File: config.mk
export PLATFORM = sky130hd
export DESIGN_NAME = bc_mem_arbiter_flat
export DESIGN_NICKNAME = d
export VERILOG_FILES = /design/src/rtl/bc_mem_arbiter_pkg.sv /design/src/rtl/bc_mem_arbiter_if.sv /design/src/rtl/bc_arb_pick.sv /design/src/rtl/bc_mem_arbiter.sv /design/src/flat_wrapper.sv
export SDC_FILE = /design/constraint.sdc
export NUM_CORES = 1
export LEC_CHECK = 0
export CAP_MARGIN = 20
export CELL_PAD_IN_SITES_DETAIL_PLACEMENT = 1
export CELL_PAD_IN_SITES_GLOBAL_PLACEMENT = 2
export CORE_UTILIZATION = 17
export CTS_CLUSTER_SIZE = 10
export DETAILED_ROUTE_END_ITERATION = 16
export GPL_TIMING_DRIVEN = 0
export PLACE_DENSITY = 0.73
export SLEW_MARGIN = 20
export SYNTH_ARGS = -nofsm -noshare
export SYNTH_HDL_FRONTEND = slang
export SYNTH_HIERARCHICAL = 1
export SYNTH_SLANG_ARGS = --single-unit
File: constraint.sdc
create_clock -name i_clk -period 2.2 [get_ports i_clk]
set_input_delay 0.33 -clock i_clk [delete_from_list [all_inputs] [get_ports i_clk]]
set_output_delay 0.33 -clock i_clk [all_outputs]
set_load 0.02 [all_outputs]
File: src/rtl/bc_mem_arbiter_pkg.sv
// Shared types for the fetch / load-store memory arbiter.
// The bus widths below match the core's external memory port.
package bc_pkg;

   localparam int BC_DATA_W = 32;
   localparam int BC_ADDR_W = 32;
   localparam int BC_BE_W   = BC_DATA_W / 8;

   typedef enum logic [1:0] {
      ST_IDLE,
      ST_REQ,
      ST_RESP
   } state_e;

   typedef enum logic {
      OWN_IF,
      OWN_LS
   } owner_e;

   typedef struct packed {
      logic                 we;
      logic [BC_BE_W-1:0]   be;
      logic [BC_ADDR_W-1:0] addr;
      logic [BC_DATA_W-1:0] wdata;
   } mem_req_t;

endpackage

File: src/rtl/bc_mem_arbiter_if.sv
// Requester and memory-side signals of the arbiter.
// The master view belongs to the arbiter; the slave view to the stages and the memory.
interface bc_mem_arbiter_if
   import bc_pkg::*;
#(
   parameter int DATA_WIDTH = BC_DATA_W,
   parameter int ADDR_WIDTH = BC_ADDR_W
);

   logic                    i_if_req;
   logic [ADDR_WIDTH-1:0]   i_if_addr;
   logic                    o_if_gnt;
   logic                    o_if_rvalid;
   logic [DATA_WIDTH-1:0]   o_if_rdata;

   logic                    i_ls_req;
   logic                    i_ls_we;
   logic [DATA_WIDTH/8-1:0] i_ls_be;
   logic [ADDR_WIDTH-1:0]   i_ls_addr;
   logic [DATA_WIDTH-1:0]   i_ls_wdata;
   logic                    o_ls_gnt;
   logic                    o_ls_rvalid;
   logic [DATA_WIDTH-1:0]   o_ls_rdata;

   logic                    o_mem_req;
   logic                    o_mem_we;
   logic [DATA_WIDTH/8-1:0] o_mem_be;
   logic [ADDR_WIDTH-1:0]   o_mem_addr;
   logic [DATA_WIDTH-1:0]   o_mem_wdata;
   logic                    i_mem_gnt;
   logic                    i_mem_rvalid;
   logic [DATA_WIDTH-1:0]   i_mem_rdata;

   modport master (
      input  i_if_req, i_if_addr,
      output o_if_gnt, o_if_rvalid, o_if_rdata,
      input  i_ls_req, i_ls_we, i_ls_be, i_ls_addr, i_ls_wdata,
      output o_ls_gnt, o_ls_rvalid, o_ls_rdata,
      output o_mem_req, o_mem_we, o_mem_be, o_mem_addr, o_mem_wdata,
      input  i_mem_gnt, i_mem_rvalid, i_mem_rdata
   );

   modport slave (
      output i_if_req, i_if_addr,
      input  o_if_gnt, o_if_rvalid, o_if_rdata,
      output i_ls_req, i_ls_we, i_ls_be, i_ls_addr, i_ls_wdata,
      input  o_ls_gnt, o_ls_rvalid, o_ls_rdata,
      input  o_mem_req, o_mem_we, o_mem_be, o_mem_addr, o_mem_wdata,
      output i_mem_gnt, i_mem_rvalid, i_mem_rdata
   );

endinterface

File: src/rtl/bc_arb_pick.sv
// Priority select (load/store first) with a saturating starvation guard for fetch.
// The counter only moves on cycles where i_arb says an arbitration really happens.
module bc_arb_pick
   import bc_pkg::*;
#(
   parameter int STARVE_LIMIT = 4
) (
   input  logic       i_clk,
   input  logic       i_rst,
   input  logic       i_if_req,
   input  logic       i_ls_req,
   input  logic       i_arb,
   output owner_e     o_winner,
   output logic [1:0] o_gnt
);

   localparam logic [3:0] LIMIT = 4'(STARVE_LIMIT);

   logic [3:0] starve_q;
   logic       force_if;

   // NOTE: every combinational output gets a default first so no path leaves it unassigned (no latch).
   always_comb begin
      force_if = (starve_q == LIMIT);
      o_winner = OWN_LS;
      if (i_if_req && (force_if || !i_ls_req)) o_winner = OWN_IF;
      o_gnt = 2'b00;
      if (i_arb) begin
         if (o_winner == OWN_IF) o_gnt[0] = i_if_req;
         else                    o_gnt[1] = i_ls_req;
      end
   end

   // NOTE: state registers use non-blocking assignments so every flop samples pre-edge values.
   always_ff @(posedge i_clk or posedge i_rst) begin
      if (i_rst) begin
         starve_q <= '0;
      end else if (i_arb) begin
         if (!i_if_req || o_winner == OWN_IF) starve_q <= '0;
         else if (starve_q != LIMIT)          starve_q <= starve_q + 4'd1;
      end
   end

endmodule

File: src/rtl/bc_mem_arbiter.sv
// Shares one single-ported memory between instruction fetch and load/store,
// one outstanding transaction, response routed back to the captured owner.
module bc_mem_arbiter
   import bc_pkg::*;
#(
   parameter int DATA_WIDTH   = BC_DATA_W,
   parameter int ADDR_WIDTH   = BC_ADDR_W,
   parameter int STARVE_LIMIT = 4
) (
   input  logic               i_clk,
   input  logic               i_rst,
   bc_mem_arbiter_if.master   bus
);

   localparam int BE_W = DATA_WIDTH / 8;

   state_e     state_q, state_d;
   owner_e     owner_q;
   owner_e     winner;
   mem_req_t   hold_q;
   logic       ready_q;
   logic       arb;
   logic       resp;
   logic [1:0] gnt;

   // Held low through reset and the first cycle after release to keep every output quiet.
   always_ff @(posedge i_clk or posedge i_rst) begin
      if (i_rst) ready_q <= 1'b0;
      else       ready_q <= 1'b1;
   end

   assign arb = ready_q && (state_q == ST_IDLE);

   bc_arb_pick #(
      .STARVE_LIMIT (STARVE_LIMIT)
   ) u_pick (
      .i_clk    (i_clk),
      .i_rst    (i_rst),
      .i_if_req (bus.i_if_req),
      .i_ls_req (bus.i_ls_req),
      .i_arb    (arb),
      .o_winner (winner),
      .o_gnt    (gnt)
   );

   always_ff @(posedge i_clk or posedge i_rst) begin
      if (i_rst) state_q <= ST_IDLE;
      else       state_q <= state_d;
   end

   always_ff @(posedge i_clk or posedge i_rst) begin
      if (i_rst) begin
         owner_q <= OWN_IF;
         hold_q  <= '0;
      end else if (|gnt) begin
         owner_q <= winner;
         if (winner == OWN_LS)
            hold_q <= '{we: bus.i_ls_we, be: bus.i_ls_be, addr: bus.i_ls_addr, wdata: bus.i_ls_wdata};
         else
            hold_q <= '{we: 1'b0, be: {BE_W{1'b1}}, addr: bus.i_if_addr, wdata: '0};
      end
   end

   always_comb begin
      state_d         = state_q;
      resp            = 1'b0;
      bus.o_if_gnt    = 1'b0;
      bus.o_ls_gnt    = 1'b0;
      bus.o_if_rvalid = 1'b0;
      bus.o_ls_rvalid = 1'b0;
      bus.o_if_rdata  = {DATA_WIDTH{1'b0}};
      bus.o_ls_rdata  = {DATA_WIDTH{1'b0}};
      bus.o_mem_req   = 1'b0;
      bus.o_mem_we    = 1'b0;
      bus.o_mem_be    = '0;
      bus.o_mem_addr  = '0;
      bus.o_mem_wdata = '0;

      case (state_q)
         ST_IDLE: begin
            bus.o_if_gnt = gnt[0];
            bus.o_ls_gnt = gnt[1];
            if (|gnt) state_d = ST_REQ;
         end
         ST_REQ: begin
            bus.o_mem_req   = 1'b1;
            bus.o_mem_we    = hold_q.we;
            bus.o_mem_be    = hold_q.be;
            bus.o_mem_addr  = hold_q.addr[ADDR_WIDTH-1:0];
            bus.o_mem_wdata = hold_q.wdata;
            // A response in the grant cycle finishes the transaction without visiting ST_RESP.
            if (bus.i_mem_gnt) begin
               resp    = bus.i_mem_rvalid;
               state_d = bus.i_mem_rvalid ? ST_IDLE : ST_RESP;
            end
         end
         ST_RESP: begin
            if (bus.i_mem_rvalid) begin
               resp    = 1'b1;
               state_d = ST_IDLE;
            end
         end
         default: state_d = ST_IDLE;
      endcase

      if (resp) begin
         if (owner_q == OWN_LS) begin
            bus.o_ls_rvalid = 1'b1;
            bus.o_ls_rdata  = bus.i_mem_rdata;
         end else begin
            bus.o_if_rvalid = 1'b1;
            bus.o_if_rdata  = bus.i_mem_rdata;
         end
      end
   end

endmodule

File: src/flat_wrapper.sv
// flat-port wrapper written by rule: the top's interface ports become plain ports
module bc_mem_arbiter_flat import bc_pkg::*;
#(
   parameter int DATA_WIDTH   = BC_DATA_W,
   parameter int ADDR_WIDTH   = BC_ADDR_W,
   parameter int STARVE_LIMIT = 4
)
  (i_clk, i_rst, bus_i_if_req, bus_i_if_addr, bus_o_if_gnt, bus_o_if_rvalid, bus_o_if_rdata, bus_i_ls_req, bus_i_ls_we, bus_i_ls_be, bus_i_ls_addr, bus_i_ls_wdata, bus_o_ls_gnt, bus_o_ls_rvalid, bus_o_ls_rdata, bus_o_mem_req, bus_o_mem_we, bus_o_mem_be, bus_o_mem_addr, bus_o_mem_wdata, bus_i_mem_gnt, bus_i_mem_rvalid, bus_i_mem_rdata);
  bc_mem_arbiter_if #(.DATA_WIDTH(DATA_WIDTH), .ADDR_WIDTH(ADDR_WIDTH)) bus_i ();
  input  logic i_clk;
  input  logic i_rst;
  input wire logic [$bits(bus_i.i_if_req)-1:0] bus_i_if_req;
  input wire logic [$bits(bus_i.i_if_addr)-1:0] bus_i_if_addr;
  output wire logic [$bits(bus_i.o_if_gnt)-1:0] bus_o_if_gnt;
  output wire logic [$bits(bus_i.o_if_rvalid)-1:0] bus_o_if_rvalid;
  output wire logic [$bits(bus_i.o_if_rdata)-1:0] bus_o_if_rdata;
  input wire logic [$bits(bus_i.i_ls_req)-1:0] bus_i_ls_req;
  input wire logic [$bits(bus_i.i_ls_we)-1:0] bus_i_ls_we;
  input wire logic [$bits(bus_i.i_ls_be)-1:0] bus_i_ls_be;
  input wire logic [$bits(bus_i.i_ls_addr)-1:0] bus_i_ls_addr;
  input wire logic [$bits(bus_i.i_ls_wdata)-1:0] bus_i_ls_wdata;
  output wire logic [$bits(bus_i.o_ls_gnt)-1:0] bus_o_ls_gnt;
  output wire logic [$bits(bus_i.o_ls_rvalid)-1:0] bus_o_ls_rvalid;
  output wire logic [$bits(bus_i.o_ls_rdata)-1:0] bus_o_ls_rdata;
  output wire logic [$bits(bus_i.o_mem_req)-1:0] bus_o_mem_req;
  output wire logic [$bits(bus_i.o_mem_we)-1:0] bus_o_mem_we;
  output wire logic [$bits(bus_i.o_mem_be)-1:0] bus_o_mem_be;
  output wire logic [$bits(bus_i.o_mem_addr)-1:0] bus_o_mem_addr;
  output wire logic [$bits(bus_i.o_mem_wdata)-1:0] bus_o_mem_wdata;
  input wire logic [$bits(bus_i.i_mem_gnt)-1:0] bus_i_mem_gnt;
  input wire logic [$bits(bus_i.i_mem_rvalid)-1:0] bus_i_mem_rvalid;
  input wire logic [$bits(bus_i.i_mem_rdata)-1:0] bus_i_mem_rdata;
  assign bus_i.i_if_req = bus_i_if_req;
  assign bus_i.i_if_addr = bus_i_if_addr;
  assign bus_o_if_gnt = bus_i.o_if_gnt;
  assign bus_o_if_rvalid = bus_i.o_if_rvalid;
  assign bus_o_if_rdata = bus_i.o_if_rdata;
  assign bus_i.i_ls_req = bus_i_ls_req;
  assign bus_i.i_ls_we = bus_i_ls_we;
  assign bus_i.i_ls_be = bus_i_ls_be;
  assign bus_i.i_ls_addr = bus_i_ls_addr;
  assign bus_i.i_ls_wdata = bus_i_ls_wdata;
  assign bus_o_ls_gnt = bus_i.o_ls_gnt;
  assign bus_o_ls_rvalid = bus_i.o_ls_rvalid;
  assign bus_o_ls_rdata = bus_i.o_ls_rdata;
  assign bus_o_mem_req = bus_i.o_mem_req;
  assign bus_o_mem_we = bus_i.o_mem_we;
  assign bus_o_mem_be = bus_i.o_mem_be;
  assign bus_o_mem_addr = bus_i.o_mem_addr;
  assign bus_o_mem_wdata = bus_i.o_mem_wdata;
  assign bus_i.i_mem_gnt = bus_i_mem_gnt;
  assign bus_i.i_mem_rvalid = bus_i_mem_rvalid;
  assign bus_i.i_mem_rdata = bus_i_mem_rdata;
  bc_mem_arbiter #(.DATA_WIDTH(DATA_WIDTH), .ADDR_WIDTH(ADDR_WIDTH), .STARVE_LIMIT(STARVE_LIMIT)) u_core (.i_clk(i_clk), .i_rst(i_rst), .bus(bus_i));
endmodule
Word level (Yosys, flattened, before mapping)
Index checks and enable logic that the tools add are counted.
{"block": "word_totals", "reg_bits": 77}
{"block": "op_classes", "n_addsub": 1, "n_reduce_logical": 11, "eq_ne": 7, "mux": 30}
{"op": "$mux 32", "n": 6}
{"op": "$mux 69", "n": 1}
{"op": "$mux 1", "n": 13}
{"op": "$mux 4", "n": 3}
{"op": "$mux 2", "n": 5}
{"op": "$ne 2x2->1 const B", "n": 3}
{"op": "$pmux 2 s3", "n": 1}
{"op": "$add 4x1->4 const B", "n": 1}
{"op": "$eq 4x3->1 const B", "n": 1}
{"op": "$ne 4x3->1 const B", "n": 1}
{"op": "$reduce_and 3->1", "n": 1}
{"op": "$eq 2x1->1 const B", "n": 1}
{"op": "$eq 2x2->1 const B", "n": 1}
{"op": "$logic_and 1x1->1", "n": 2}
{"op": "$logic_not 1->1", "n": 2}
{"op": "$logic_not 2->1", "n": 1}
{"op": "$logic_or 1x1->1", "n": 2}
{"op": "$pmux 1 s2", "n": 1}
{"op": "$reduce_and 2->1", "n": 1}
{"op": "$reduce_bool 2->1", "n": 1}
{"op": "$reduce_or 2->1", "n": 1}

Longest topological paths before layout
{"block": "depth", "word_depth": 8, "mapped_depth": 10, "mapped_depth_nobuf": 8}

By module
The synthesis kept the hierarchy.
{"module": "bc_mem_arbiter", "instances": 1, "cells_per_inst": 476, "area_per_inst_um2": 4072.7, "seq_area_each_um2": 1826.8}
{"module": "bc_arb_pick", "instances": 1, "cells_per_inst": 29, "area_per_inst_um2": 277.8, "seq_area_each_um2": 100.1}

Worst setup path after synthesis
No wires, ideal clock.
{"block": "synth_timing", "path_type": "reg2out", "startpoint": "register u_core.state_q[1]", "endpoint": "output bus_o_ls_rdata[22]", "arrival_ns": 1.766, "stages_incl_launch_ff": 8, "required_time_ns": 1.870, "setup_slack_ns": 0.104, "cell_sequence": "dfrtp_1 -> inv_1 -> ha_1 -> buf_6 -> a21oi_1 -> nor3b_2 -> buf_2 -> and2_1"}
{"block": "synth_between", "elab_chain_cells": 3, "elab_cells_between_ends": 4}
{"item": "start: declaration", "line": "bc_mem_arbiter.sv:17", "text": "state_e state_q, state_d;"}
{"item": "start signal: assignment", "line": "bc_mem_arbiter.sv:48", "text": "else state_q <= state_d;"}
{"item": "$eq 2x2->1 / $eq 2x1->1 (equally long branches)", "line": "bc_mem_arbiter.sv:79", "text": "case (state_q)"}
{"item": "$pmux 1 s2 *", "line": "bc_mem_arbiter.sv:79"}
{"item": "$mux 32 *", "line": "bc_mem_arbiter.sv:106", "text": "if (resp) begin"}
{"item": "end: declaration", "line": "flat_wrapper.sv:24", "text": "output wire logic [$bits(bus_i.o_ls_rdata)-1:0] bus_o_ls_rdata;"}
Every way passes the cells marked *; elsewhere a longest branch is shown, timed or not.

Final worst setup path
{"block": "layout_timing", "startpoint": "register u_core.state_q[1]", "endpoint": "output bus_o_if_rdata[9]"}
{"block": "layout_between", "elab_chain_cells": 3, "elab_cells_between_ends": 4}
{"item": "$eq 2x2->1 / $eq 2x1->1 (equally long branches)", "line": "bc_mem_arbiter.sv:79"}
{"item": "$pmux 1 s2 *", "line": "bc_mem_arbiter.sv:79"}
{"item": "$mux 32 *", "line": "bc_mem_arbiter.sv:106"}
{"item": "end: declaration", "line": "flat_wrapper.sv:16", "text": "output wire logic [$bits(bus_i.o_if_rdata)-1:0] bus_o_if_rdata;"}
Marked as above.

==> flow_metrics.py <==
metrics = {
    "outcome": {
        "status": "complete, but fails checks",
        "failed_checks": "negative setup slack",
    },
    "clock_tree": {
        "root_buffer": "clkbuf_16",
        "ctsHtreeMaxLevel": 3,
        "clk_pin_slew_worst_paths_ns": 0.06,
        "cts_made_buffers": 9,
        "cts_tree": "built",
        "clock-sinks": 77,
        "clock_latency_ns": 0.34,
        "cts_hold_buf": 0,
        "clockBufferDepth": 2,
    },
    "place": {
        "routabilityCongestion": 0.784,
        "placed_cells": 1112,
        "placed_cell_area_um2": 7550,
        "dp_hpwl_um": 14300,
        "numPortBuffers": 276,
    },
    "final_layout": {
        "register_area_um2": 1930,
        "area_growth_pct": 93.0,
        "fin_cells": 1164,
        "fin_nets": 974,
        "multi_input_area_um2": 2480,
        "utilization_pct": 33.4,
        "fill_cells": 2955,
        "drive_gt1_share_pct": 35.9,
        "stdcell_area_um2": 8400,
        "n_antenna_cell": 0,
    },
    "sta": {
        "holdWs_ns": 0.263,
        "finClkSkew_ns": 0.00732,
        "hold_violations": 0,
        "finalCritPeriodShare_pct": 107,
        "fmax_mhz": 425,
        "setup_viol": 66,
        "slew_headroom_pct": 56.7,
        "rsz0062_at_grt": "yes",
        "tightestPinTransition_ns": 0.649,
        "slew_viol_final": 0,
        "setup_ws_ns": -0.156,
        "period_needed_ns": 2.36,
        "setup_tns_ns": -4.37,
    },
    "floorplanning": {
        "io_pins": 277,
        "dieArea_um2": 26200,
        "initial_core_util_pct": 17.3,
        "dieHeight_um": 162,
        "rows": 58,
        "die_x_um": 162,
        "core-area_um2": 25100,
    },
    "global_route": {
        "grt_pass1_wl_um": 29500,
        "grt_usage_pct": 15.0,
        "antenna_found_initial": 0,
        "grt_start_max_net_pins": 45,
        "grt_pass1_vias": 4971,
        "overflow": 0,
    },
    "setup_path": {
        "r2r-start": "u_core/u_pick/starve_q[0]",
        "worstRegToRegCells": 10,
        "crit_top_cell": "buf_6",
        "rrSetupSlack_ns": 0.07,
        "crit_chain": "inv_2 -> buf_6 -> ha_4 -> nand2_4 -> nor3_4 -> buf_6 -> buf_8 -> buf_6 -> and2_4 -> buf_6",
        "crit_fanout": 8,
        "cp.arrival_ns": 2.03,
        "crit_path_max_incr_delay_ns": 0.35,
        "crit_type": "flop to output pin",
        "crit_family": "buffers and inverters",
        "worstPathRequired_ns": 1.87,
        "critical_path.slowest_cell": "dfrtp_1",
        "crit_start": "u_core/state_q[1]",
        "end_kind": "output pin",
        "path_buf_inv": 6,
        "worstSetupStartpointType": "flop",
        "r2r_end": "u_core/state_q[0]",
    },
    "drt": {
        "wire_per_inst_um": 16.6,
        "avgViaCountPerCell": 4.03,
        "ant_nets": 0,
        "drt-total-wl_um": 19300,
        "drt_pre_antenna_iters": 4,
        "vias": 4693,
        "drc_errors": 0,
        "drtIter0Drc": 86,
    },
    "yosys": {
        "ys_ff_latch": 77,
        "synth-seq-area-share_pct": 44.3,
        "syn_inst": 505,
        "ys.warnings.count": 6,
        "synth_edf_count": 0,
        "synth_async_sr_flop_share_pct": 100,
        "syn-cell-area_um2": 4350,
        "syn_area_per_cell_um2": 8.61,
        "synth_cell_type_count": 31,
        "synth_ff_type": "dfrtp_1",
        "mappedNetlistNets": 650,
    },
    "job": {
        "cap_viol_max_count": 0,
    },
    "pwr": {
        "powerDensity_nw_per_um2": 1020,
        "leakagePower_nw": 4.21,
        "max-vdd-ir-drop_uv": 350,
    },
    "hold_path": {
        "hold_path.class": "input pin to async pin",
    },
}
cell usage after synthesis, types with 3 or more instances:
cell type | number | area, um^2
buf_1 | 3 | 11.3
buf_2 | 14 | 70.1
nand3_1 | 35 | 175
ha_1 | 6 | 75.1
and2_1 | 137 | 857
inv_1 | 14 | 52.6
nand2_1 | 105 | 394
mux2i_1 | 35 | 350
o21ai_1 | 33 | 165
clkbuf_1 | 19 | 71.3
a31oi_1 | 4 | 25.0
dfrtp_1 | 77 | 1930
nor2_1 | 5 | 18.8
power breakdown:
group | leakage, nW | total (W) | switching [W] | internal, W
logic | 3.10 | 0.00464 | 0.00253 | 0.00212
registers | 0.966 | 0.00234 | 0.000313 | 0.00202
clock network | 0.145 | 0.00162 | 0.000627 | 0.000992
flip-flops by register name, indices dropped and copies added (netlist names):
| signal | cells |
|---|---|
| u_core/owner_q | 1 |
| u_core/state_q | 2 |
| u_core/ready_q | 1 |
| u_core/u_pick/starve_q | 4 |
| u_core/hold_q | 69 |
worst max-delay path by stage:
stage,endpoint,slack [ns],depth (start not counted)
after CTS,bus_o_ls_rdata[24],-0.22,9
final,bus_o_if_rdata[9],-0.16,10
after global routing,bus_o_if_rdata[11],-0.26,10
after global placement,u_core/hold_q[10],-1.74,2
after floorplan,u_core/hold_q[0],0.02,1
after detailed placement,bus_o_ls_rdata[3],-0.75,8
worst reg2reg max path: cells and delay by family, from the launching register on:
kind	cells	cell delay (ns)
muxes	1	0.29
DFF	1	0.41
and+or+nand+nor	3	0.33
AOI/OAI and AO/OA	2	0.43
adders and majority gates	1	0.13
buffers and inverters	3	0.41
layout by cell type (no fill, tap or decap), types with 5 or more instances in the layout:
cell / synthesis / final
clkbuf_2: 0 / 30
clkbuf_16: 0 / 9
nand3_1: 35 / 35
nand2_1: 105 / 103
buf_8: 0 / 5
o21ai_1: 33 / 33
buf_4: 0 / 23
dlygate4sd2_1: 0 / 9
buf_6: 1 / 86
and2_4: 0 / 66
clkdlybuf4s50_1: 0 / 139
inv_1: 14 / 9
mux2i_1: 35 / 35
buf_2: 14 / 44
and2_1: 137 / 71
dfrtp_1: 77 / 77
layout make-up:
cell class / instances / area share (%)
repair buffers: 316 / 35.0
multi-input cells: 377 / 29.5
flip-flops and latches: 77 / 22.9
well taps: 330 / 4.92
plain buffers: 34 / 3.17
clock buffers: 10 / 2.73
clock inverters: 6 / 1.04
inverters: 14 / 0.656
stage by stage:
| step | power (W) | setup WS [ns] |
|---|---|---|
| after detailed placement | 0.00666 | -0.747 |
| after global routing | 0.00924 | -0.257 |
| after global placement | 0.00659 | -1.74 |
| final | 0.00860 | -0.156 |
| after floorplan | 0.00457 | 0.0167 |
| after CTS | 0.00872 | -0.219 |
logic make-up (layout without fill, tap and decap cells):
logic type               after synthesis  count (layout)  share of synthesized area (%)
flip-flops                            77              77                           44.3
buffers and inverters                 51             380                           4.98
other                                  1               1                         0.0862
adder cells (fa/ha/maj)                6               6                           1.73
AO/OA/AOI/OAI                         43              43                           5.52
AND/OR/NAND/NOR                      291             291                           35.1
multiplexers                          36              36                           8.31
per-layer routing:
layer | global-route usage (%) | share of wire (%) | wire length (um)
met1 | 16.5 | 40 | 7680
met2 | 27.1 | 50 | 9740
met3 | 5.13 | 8.6 | 1660
met4 | 3.95 | 1.3 | 251
met5 | 0 | 0 | 0
what timing repair did:
action / 4_1_cts / 5_1_grt
setup endpoints to repair: 209 / 151
gates cloned: 6 / 0
resized for setup: 723 / 79
pin swaps: 45 / 14
buffers inserted: 20 / 17
Note: power is estimated with default switching activity, not from simulation.
